<file path="config.mk">
export PLATFORM = sky130hd
export DESIGN_NAME = cache_perf_monitor_flat
export DESIGN_NICKNAME = d
export VERILOG_FILES = /design/src/rtl/cache_perf_monitor_pkg.sv /design/src/rtl/cache_perf_monitor_if.sv /design/src/rtl/cache_perf_monitor_counter.sv /design/src/rtl/cache_perf_monitor.sv /design/src/flat_wrapper.sv
export SDC_FILE = /design/constraint.sdc
export NUM_CORES = 1
export LEC_CHECK = 0
export BUFFER_PORTS_ARGS = -buffer_cell sky130_fd_sc_hd__buf_2
export CELL_PAD_IN_SITES_DETAIL_PLACEMENT = 1
export CELL_PAD_IN_SITES_GLOBAL_PLACEMENT = 2
export CORE_MARGIN = 2
export CORE_UTILIZATION = 42
export DETAILED_ROUTE_END_ITERATION = 8
export GPL_TIMING_DRIVEN = 0
export PLACE_DENSITY_LB_ADDON = 0.1
export SYNTH_ARGS = -nofsm -noshare
export SYNTH_HDL_FRONTEND = slang
export SYNTH_SLANG_ARGS = --single-unit
</file>
<file path="constraint.sdc">
create_clock -name clk -period 5.45 [get_ports clk]
set_input_delay 1.635 -clock clk [delete_from_list [all_inputs] [get_ports clk]]
set_output_delay 1.635 -clock clk [all_outputs]
set_load 0.01 [all_outputs]
</file>
<file path="src/rtl/cache_perf_monitor_pkg.sv">
// Shared constants and types for the cache performance monitor:
// counter indices, readout selects and FSM state encoding.
package cache_perf_pkg;

  localparam int NUM_CNT   = 6;
  localparam int IDX_CYC   = 0;
  localparam int IDX_REQ   = 1;
  localparam int IDX_HIT   = 2;
  localparam int IDX_MISS  = 3;
  localparam int IDX_WR    = 4;
  localparam int IDX_STALL = 5;

  localparam int SEL_MAX_STALL = 6;
  localparam int SEL_STATUS    = 7;

  typedef enum logic {
    IDLE = 1'b0,
    WAIT = 1'b1
  } state_t;

endpackage

</file>
<file path="src/rtl/cache_perf_monitor_if.sv">
// Request/stall handshake between the trace source and the cache control unit.
// The monitor only observes, so its side (slave) is input-only.
interface cache_perf_monitor_if;
  logic req_valid;
  logic req_write;
  logic stall;

  modport master (output req_valid, output req_write, output stall);
  modport slave  (input  req_valid, input  req_write, input  stall);
endinterface

</file>
<file path="src/rtl/cache_perf_monitor_counter.sv">
// Single event counter with sticky overflow flag; clamps or wraps at all-ones.
module perf_counter #(
  parameter int WIDTH    = 16,
  parameter bit SATURATE = 1'b1
) (
  input  logic             clk,
  input  logic             rst,
  input  logic             clr,
  input  logic             inc,
  output logic [WIDTH-1:0] count,
  output logic             ovf
);

  logic [WIDTH-1:0] count_reg;
  logic             ovf_reg;

  // Count events; on an increment at all-ones, flag overflow and clamp or wrap.
  always_ff @(posedge clk) begin
    if (!rst || clr) begin
      count_reg <= '0;
      ovf_reg   <= 1'b0;
    end else if (inc) begin
      if (&count_reg) begin
        ovf_reg   <= 1'b1;
        count_reg <= SATURATE ? count_reg : '0;
      end else begin
        count_reg <= count_reg + 1'b1;
      end
    end
  end

  assign count = count_reg;
  assign ovf   = ovf_reg;

endmodule

</file>
<file path="src/rtl/cache_perf_monitor.sv">
// Cache performance monitor: classifies retired requests as hit/miss,
// counts events and stall cycles, tracks the longest stall and exposes a
// registered readout mux. The FSM runs regardless of en so that
// classification survives enable toggles; only counting is gated.
module cache_perf_monitor
  import cache_perf_pkg::*;
#(
  parameter int CNT_WIDTH   = 16,
  parameter int STALL_WIDTH = 8,
  parameter bit SATURATE    = 1'b1
) (
  input  logic                 clk,
  input  logic                 rst,
  input  logic                 en,
  input  logic                 clr,
  cache_perf_monitor_if.slave  bus,
  input  logic [2:0]           sel,
  output logic [CNT_WIDTH-1:0] rd_data,
  output logic [NUM_CNT-1:0]   ovf,
  output logic                 proto_err,
  output logic                 busy
);

  state_t                 state_reg, state_next;
  logic [STALL_WIDTH-1:0] cur_stall_reg, cur_stall_next;
  logic [STALL_WIDTH-1:0] max_stall_reg;
  logic                   proto_err_reg, proto_err_next;
  logic                   retire_hit, retire_miss;
  logic [NUM_CNT-1:0]     inc;
  logic [NUM_CNT-1:0]     ovf_bits;
  logic [CNT_WIDTH-1:0]   cnt    [NUM_CNT];
  logic [CNT_WIDTH-1:0]   rd_mux [8];
  logic [CNT_WIDTH-1:0]   rd_data_reg;
  logic [7:0]             status;

  // FSM state, stall-length and protocol-error registers.
  always_ff @(posedge clk) begin
    if (!rst || clr) begin
      state_reg     <= IDLE;
      cur_stall_reg <= '0;
      proto_err_reg <= 1'b0;
    end else begin
      state_reg     <= state_next;
      cur_stall_reg <= cur_stall_next;
      proto_err_reg <= proto_err_next;
    end
  end

  // Next-state logic and retire classification.
  always_comb begin
    state_next     = state_reg;
    cur_stall_next = cur_stall_reg;
    proto_err_next = proto_err_reg;
    retire_hit     = 1'b0;
    retire_miss    = 1'b0;
    case (state_reg)
      IDLE: begin
        if (bus.req_valid && !bus.stall) begin
          retire_hit = 1'b1;
        end else if (bus.req_valid && bus.stall) begin
          state_next     = WAIT;
          cur_stall_next = STALL_WIDTH'(1);
        end
      end
      WAIT: begin
        if (bus.req_valid && bus.stall) begin
          // Stall length always clamps; it must never alias back to short.
          if (!(&cur_stall_reg)) cur_stall_next = cur_stall_reg + 1'b1;
        end else if (bus.req_valid) begin
          retire_miss = 1'b1;
          state_next  = IDLE;
        end else begin
          proto_err_next = 1'b1;
          state_next     = IDLE;
        end
      end
      default: state_next = IDLE;
    endcase
  end

  // Longest stall seen at a miss retire, updated only while enabled.
  always_ff @(posedge clk) begin
    if (!rst || clr) begin
      max_stall_reg <= '0;
    end else if (en && retire_miss && (cur_stall_reg > max_stall_reg)) begin
      max_stall_reg <= cur_stall_reg;
    end
  end

  assign inc[IDX_CYC]   = en;
  assign inc[IDX_REQ]   = en && (retire_hit || retire_miss);
  assign inc[IDX_HIT]   = en && retire_hit;
  assign inc[IDX_MISS]  = en && retire_miss;
  assign inc[IDX_WR]    = en && (retire_hit || retire_miss) && bus.req_write;
  assign inc[IDX_STALL] = en && bus.req_valid && bus.stall;

  genvar gi;
  generate
    for (gi = 0; gi < NUM_CNT; gi++) begin : g_cnt
      perf_counter #(
        .WIDTH    (CNT_WIDTH),
        .SATURATE (SATURATE)
      ) u_cnt (
        .clk   (clk),
        .rst   (rst),
        .clr   (clr),
        .inc   (inc[gi]),
        .count (cnt[gi]),
        .ovf   (ovf_bits[gi])
      );
      assign rd_mux[gi] = cnt[gi];
    end
  endgenerate

  assign status                = {proto_err_reg, (state_reg == WAIT), ovf_bits};
  assign rd_mux[SEL_MAX_STALL] = CNT_WIDTH'(max_stall_reg);
  assign rd_mux[SEL_STATUS]    = CNT_WIDTH'(status);

  // Registered readout; keeps tracking sel even while counting is disabled.
  always_ff @(posedge clk) begin
    if (!rst || clr) begin
      rd_data_reg <= '0;
    end else begin
      rd_data_reg <= rd_mux[sel];
    end
  end

  assign rd_data   = rd_data_reg;
  assign ovf       = ovf_bits;
  assign proto_err = proto_err_reg;
  assign busy      = (state_reg == WAIT);

endmodule

</file>
<file path="src/flat_wrapper.sv">
// flat-port wrapper written by rule: the top's interface ports become plain ports
module cache_perf_monitor_flat import cache_perf_pkg::*;
#(
  parameter int CNT_WIDTH   = 16,
  parameter int STALL_WIDTH = 8,
  parameter bit SATURATE    = 1'b1
)
  (clk, rst, en, clr, sel, rd_data, ovf, proto_err, busy, bus_req_valid, bus_req_write, bus_stall);
  cache_perf_monitor_if bus_i ();
  input  logic clk;
  input  logic rst;
  input  logic en;
  input  logic clr;
  input  logic [2:0] sel;
  output logic [CNT_WIDTH-1:0] rd_data;
  output logic [NUM_CNT-1:0] ovf;
  output logic proto_err;
  output logic busy;
  input wire logic [$bits(bus_i.req_valid)-1:0] bus_req_valid;
  input wire logic [$bits(bus_i.req_write)-1:0] bus_req_write;
  input wire logic [$bits(bus_i.stall)-1:0] bus_stall;
  assign bus_i.req_valid = bus_req_valid;
  assign bus_i.req_write = bus_req_write;
  assign bus_i.stall = bus_stall;
  cache_perf_monitor #(.CNT_WIDTH(CNT_WIDTH), .STALL_WIDTH(STALL_WIDTH), .SATURATE(SATURATE)) u_core (.clk(clk), .rst(rst), .en(en), .clr(clr), .bus(bus_i), .sel(sel), .rd_data(rd_data), .ovf(ovf), .proto_err(proto_err), .busy(busy));
endmodule
</file>
==> metrics.txt <==
# TYPE chip_impl_metric gauge
chip_impl_metric{name="final_net_count",unit=""} 862
chip_impl_metric{name="globalRoute.totalOverflow",unit=""} 0
chip_impl_metric{name="number_of_hold_violations_in_the_final_report",unit=""} 0
chip_impl_metric{name="path_clk_slew",unit="ns"} 0.05
chip_impl_metric{name="grt_pass1_vias",unit=""} 6314
chip_impl_info{name="synth-main-ff-cell",value="sky130_fd_sc_hd__dfxtp_1"} 1
chip_impl_metric{name="die_area",unit="um2"} 18000
chip_impl_metric{name="final.setup.worst_slack",unit="ns"} 1.95
chip_impl_info{name="cts.root.buffer_cell",value="sky130_fd_sc_hd__clkbuf_16"} 1
chip_impl_metric{name="cts-root-to-sink-buffers",unit=""} 2
chip_impl_metric{name="track_usage",unit=""} 0.273
chip_impl_info{name="worst-setup-path-type",value="primary input to flip-flop"} 1
chip_impl_metric{name="design.core.area",unit="um2"} 16500
chip_impl_metric{name="fin_tns_setup",unit="ns"} 0
chip_impl_metric{name="ant_nets",unit=""} 0
chip_impl_info{name="slowest_stage",value="sky130_fd_sc_hd__clkbuf_1"} 1
chip_impl_info{name="outcome",value="finished clean"} 1
chip_impl_metric{name="ys_seq_area_frac",unit=""} 0.384
chip_impl_metric{name="slew_headroom",unit=""} 0.298
chip_impl_metric{name="routed_wire_length_per_instance",unit="um"} 22.1
chip_impl_metric{name="seq_area",unit="um2"} 2720
chip_impl_info{name="tritoncts_clock_tree",value="done"} 1
chip_impl_metric{name="power.ir.vdd_worst",unit="mV"} 0.223
chip_impl_metric{name="n_fill_cell",unit=""} 1963
chip_impl_metric{name="route.vias.total",unit=""} 6371
chip_impl_metric{name="cts.sink_count",unit=""} 136
chip_impl_metric{name="synth_seq_cells",unit=""} 136
chip_impl_metric{name="syn_nets",unit=""} 813
chip_impl_metric{name="maximum_achievable_frequency",unit="MHz"} 286
chip_impl_metric{name="grt_first_pass_wirelength",unit="mm"} 37.0
chip_impl_metric{name="synth.avg_cell_area",unit="um2"} 9.01
chip_impl_metric{name="clock_tree.htree_level_count",unit=""} 4
chip_impl_metric{name="maxSlewViolCount",unit=""} 0
chip_impl_metric{name="placement.io_buffers",unit=""} 30
chip_impl_metric{name="layout-drive-gt1-share",unit=""} 0.137
chip_impl_metric{name="critical_path.n_buffers_inverters",unit=""} 4
chip_impl_metric{name="antenna_cells",unit=""} 0
chip_impl_metric{name="critPathMaxStageDelay",unit="ns"} 0.62
chip_impl_metric{name="largest_register_ffs",unit=""} 96
chip_impl_info{name="setup.worst_path.end_class",value="flip-flop"} 1
chip_impl_metric{name="worst_skew_pair.late_latency",unit="ns"} 0.43
chip_impl_metric{name="cts_setup_buffers",unit=""} 0
chip_impl_metric{name="hpwlAfterDp",unit="mm"} 17.7
chip_impl_metric{name="floorplan.die.width",unit="um"} 134
chip_impl_metric{name="grt_antenna_before_repair",unit=""} 0
chip_impl_metric{name="post_synth_instance_area",unit="um2"} 7100
chip_impl_info{name="timing.critical_path.cells",value="buf_2 > nand2b_1 > clkbuf_1 > clkbuf_1 > clkbuf_1 > nor2_1"} 1
chip_impl_metric{name="design.portCount",unit=""} 34
chip_impl_metric{name="data_arrival_at_the_endpoint_of_the_critical_path",unit="ns"} 3.78
chip_impl_metric{name="pwr_density_cell",unit="nW/um2"} 267
chip_impl_metric{name="resized_cells_post_cts",unit=""} 0
chip_impl_metric{name="synth_edf_count",unit=""} 0
chip_impl_info{name="crit_family",value="buffers and inverters"} 1
chip_impl_metric{name="numPlacedInstances",unit=""} 1038
chip_impl_metric{name="crit_path_max_fanout",unit=""} 10
chip_impl_metric{name="routed_wl",unit="mm"} 23.5
chip_impl_metric{name="multi_input_comb_area",unit="um2"} 4100
chip_impl_metric{name="pre_cts_ws",unit="ns"} 1.55
chip_impl_metric{name="p_leak",unit="uW"} 0.00278
chip_impl_metric{name="synth_cell_type_count",unit=""} 59
chip_impl_metric{name="fin_util",unit=""} 0.487
chip_impl_metric{name="synth-async-reset-ratio",unit=""} 0
chip_impl_metric{name="flow.area_growth_from_synthesis",unit="%"} 13.4
chip_impl_metric{name="core.rowCount",unit=""} 47
chip_impl_metric{name="layout_min_cycle_time",unit="ns"} 3.50
chip_impl_metric{name="detail_route.vias_per_cell",unit=""} 5.98
chip_impl_metric{name="worst_margin_pin_slew",unit="ns"} 1.04
chip_impl_info{name="rsz0062_at_grt",value="no"} 1
chip_impl_metric{name="tritoncts.num_buffers",unit=""} 17
chip_impl_info{name="worst_hold_path_type",value="flip-flop to flip-flop"} 1
chip_impl_metric{name="worst_ep_required_time",unit="ns"} 5.73
chip_impl_info{name="critPathLaunchType",value="primary input"} 1
chip_impl_metric{name="cap_violations",unit=""} 0
chip_impl_metric{name="yosysWarnings",unit=""} 0
chip_impl_metric{name="initial_core_util",unit=""} 0.430
chip_impl_metric{name="cts_hold_buffers",unit=""} 0
chip_impl_metric{name="largest_net_degree_at_the_start_of_global_routing",unit=""} 17
chip_impl_metric{name="gpl.final_weighted_congestion",unit=""} 0.906
chip_impl_metric{name="design_power_total",unit="uW"} 2150
chip_impl_metric{name="chipHeight",unit="um"} 134
chip_impl_metric{name="number_of_failing_setup_endpoints_in_the_final_timing_report",unit=""} 0
chip_impl_metric{name="finalClockSkew",unit="ns"} 0.00976
chip_impl_info{name="critical-path-top-cell-by-count",value="sky130_fd_sc_hd__clkbuf_1"} 1
chip_impl_metric{name="first_pass_iters",unit=""} 5
chip_impl_metric{name="drt_drc_violations_left",unit=""} 0
chip_impl_metric{name="period_utilization",unit=""} 0.641
chip_impl_metric{name="synthesis.instances",unit=""} 788
chip_impl_metric{name="dr.first_iter.drc_count",unit=""} 442
chip_impl_metric{name="stdcell_count",unit=""} 1065
path summary, 6_finish.rpt:
| check | endpoint | slack (ns) | cells after the start | start |
|---|---|---|---|---|
| setup / recovery | u_core.g_cnt[1].u_cnt.ovf$_SDFFE_PP0P_ | 1.95 | 6 | clr |
| hold / removal | u_core.g_cnt[5].u_cnt.count[11]$_SDFFE_PP0P_ | 0.49 | 2 | u_core.g_cnt[5].u_cnt.count[11]$_SDFFE_PP0P_ |
| setup reg to reg | u_core.max_stall_reg[4]$_SDFFE_PP0P_ | 3.13 | 8 | u_core.max_stall_reg[5]$_SDFFE_PP0P_ |
| hold reg to reg | u_core.g_cnt[5].u_cnt.count[11]$_SDFFE_PP0P_ | 0.49 | 2 | u_core.g_cnt[5].u_cnt.count[11]$_SDFFE_PP0P_ |
cell type report:
class	count	area share
multi-input combinational	590	0.509
clock inverter	5	0.00622
inverter	16	0.00746
timing repair buffer	30	0.0187
clock buffer	22	0.0589
buffer	46	0.0274
sequential	136	0.338
tap	220	0.0342
per-stage QoR:
stage	instance area (um2)	hold slack, ns
global placement	7520	0.462
floorplan	7100	0.444
CTS	8050	0.484
finish	8050	0.486
detailed placement	7520	0.475
global route	8050	0.514
where the power goes:
group | total (uW) | internal, uW | switching [uW]
registers | 999 | 996 | 2.64
logic | 85.4 | 23.0 | 62.4
clock network | 1070 | 646 | 422
Yosys cell counts (2+ instances only):
library cell / n / area share
sky130_fd_sc_hd__a22oi_1: 8 / 0.0085
sky130_fd_sc_hd__o31ai_1: 9 / 0.0095
sky130_fd_sc_hd__nor2_1: 116 / 0.061
sky130_fd_sc_hd__o211ai_1: 8 / 0.0085
sky130_fd_sc_hd__mux2_2: 8 / 0.013
sky130_fd_sc_hd__dfxtp_1: 136 / 0.38
sky130_fd_sc_hd__nor4_2: 2 / 0.0035
sky130_fd_sc_hd__nand4_1: 28 / 0.025
sky130_fd_sc_hd__nor3b_1: 4 / 0.0042
sky130_fd_sc_hd__nor4b_1: 2 / 0.0025
sky130_fd_sc_hd__or3_1: 6 / 0.0053
sky130_fd_sc_hd__a31o_2: 3 / 0.0037
sky130_fd_sc_hd__nand3_1: 48 / 0.034
sky130_fd_sc_hd__nor4_1: 11 / 0.0097
sky130_fd_sc_hd__or4_1: 7 / 0.0074
sky130_fd_sc_hd__mux4_2: 24 / 0.076
sky130_fd_sc_hd__ha_1: 15 / 0.026
sky130_fd_sc_hd__nor2b_1: 2 / 0.0018
sky130_fd_sc_hd__buf_4: 6 / 0.0063
sky130_fd_sc_hd__nand4b_1: 2 / 0.0025
sky130_fd_sc_hd__xnor2_1: 44 / 0.054
sky130_fd_sc_hd__a311oi_1: 3 / 0.0037
sky130_fd_sc_hd__a21o_1: 3 / 0.0032
sky130_fd_sc_hd__nand2b_1: 5 / 0.0044
sky130_fd_sc_hd__a31oi_1: 6 / 0.0053
sky130_fd_sc_hd__a21oi_1: 23 / 0.016
sky130_fd_sc_hd__buf_2: 7 / 0.0049
sky130_fd_sc_hd__nand3b_1: 2 / 0.0021
sky130_fd_sc_hd__inv_1: 15 / 0.0079
sky130_fd_sc_hd__o21ai_0: 14 / 0.0099
sky130_fd_sc_hd__a211oi_1: 6 / 0.0063
sky130_fd_sc_hd__nand2_1: 59 / 0.031
sky130_fd_sc_hd__o211a_1: 2 / 0.0028
sky130_fd_sc_hd__buf_6: 2 / 0.0032
sky130_fd_sc_hd__mux2i_1: 17 / 0.024
sky130_fd_sc_hd__and3_1: 15 / 0.013
sky130_fd_sc_hd__xor2_1: 21 / 0.026
sky130_fd_sc_hd__clkbuf_1: 28 / 0.015
sky130_fd_sc_hd__a41oi_1: 2 / 0.0025
sky130_fd_sc_hd__o21a_1: 3 / 0.0032
sky130_fd_sc_hd__buf_1: 2 / 0.0011
sky130_fd_sc_hd__nor3_1: 27 / 0.019
sky130_fd_sc_hd__and2_1: 3 / 0.0026
sky130_fd_sc_hd__o2111ai_1: 2 / 0.0025
sky130_fd_sc_hd__and4_1: 18 / 0.022
tightest hold or removal path: cells and delay by family (launching register included):
kind	cells	cell delay (ns)
flip-flops	1	0.32
AND/OR/NAND/NOR	1	0.06
multiplexers	1	0.05
cells by family after synthesis:
family          Yosys count  synth area share
mux                      49             0.113
xor+xnor                 65            0.0802
fa+ha+maj                15            0.0264
compound gates           99            0.0989
buf+inv                  62            0.0395
simple gates            362             0.259
flops                   136             0.384
placed cells by master, fill, tap and decap left out, types with 7 or more instances in the layout:
| cell type | Yosys | layout |
|---|---|---|
| sky130_fd_sc_hd__mux2_2 | 8 | 8 |
| sky130_fd_sc_hd__and4_1 | 18 | 18 |
| sky130_fd_sc_hd__xnor2_1 | 44 | 44 |
| sky130_fd_sc_hd__nand4_1 | 28 | 28 |
| sky130_fd_sc_hd__nor2_1 | 116 | 116 |
| sky130_fd_sc_hd__nand2_1 | 59 | 59 |
| sky130_fd_sc_hd__mux4_2 | 24 | 24 |
| sky130_fd_sc_hd__o31ai_1 | 9 | 9 |
| sky130_fd_sc_hd__o211ai_1 | 8 | 8 |
| sky130_fd_sc_hd__a22oi_1 | 8 | 8 |
| sky130_fd_sc_hd__nor3_1 | 27 | 27 |
| sky130_fd_sc_hd__o21ai_0 | 14 | 14 |
| sky130_fd_sc_hd__and3_1 | 15 | 15 |
| sky130_fd_sc_hd__dfxtp_1 | 136 | 136 |
| sky130_fd_sc_hd__buf_2 | 7 | 37 |
| sky130_fd_sc_hd__mux2i_1 | 17 | 17 |
| sky130_fd_sc_hd__ha_1 | 15 | 15 |
| sky130_fd_sc_hd__clkbuf_16 | 0 | 17 |
| sky130_fd_sc_hd__a21oi_1 | 23 | 23 |
| sky130_fd_sc_hd__clkbuf_1 | 28 | 30 |
| sky130_fd_sc_hd__nor4_1 | 11 | 11 |
| sky130_fd_sc_hd__xor2_1 | 21 | 21 |
| sky130_fd_sc_hd__nand3_1 | 48 | 48 |
| sky130_fd_sc_hd__or4_1 | 7 | 7 |
| sky130_fd_sc_hd__inv_1 | 15 | 15 |
layer usage:
layer,track usage,share of wire
met5,0,0
met2,0.438,0.47
met1,0.381,0.46
met3,0.0382,0.046
met4,0.0924,0.020
Note: power is estimated with default switching activity, not from simulation.
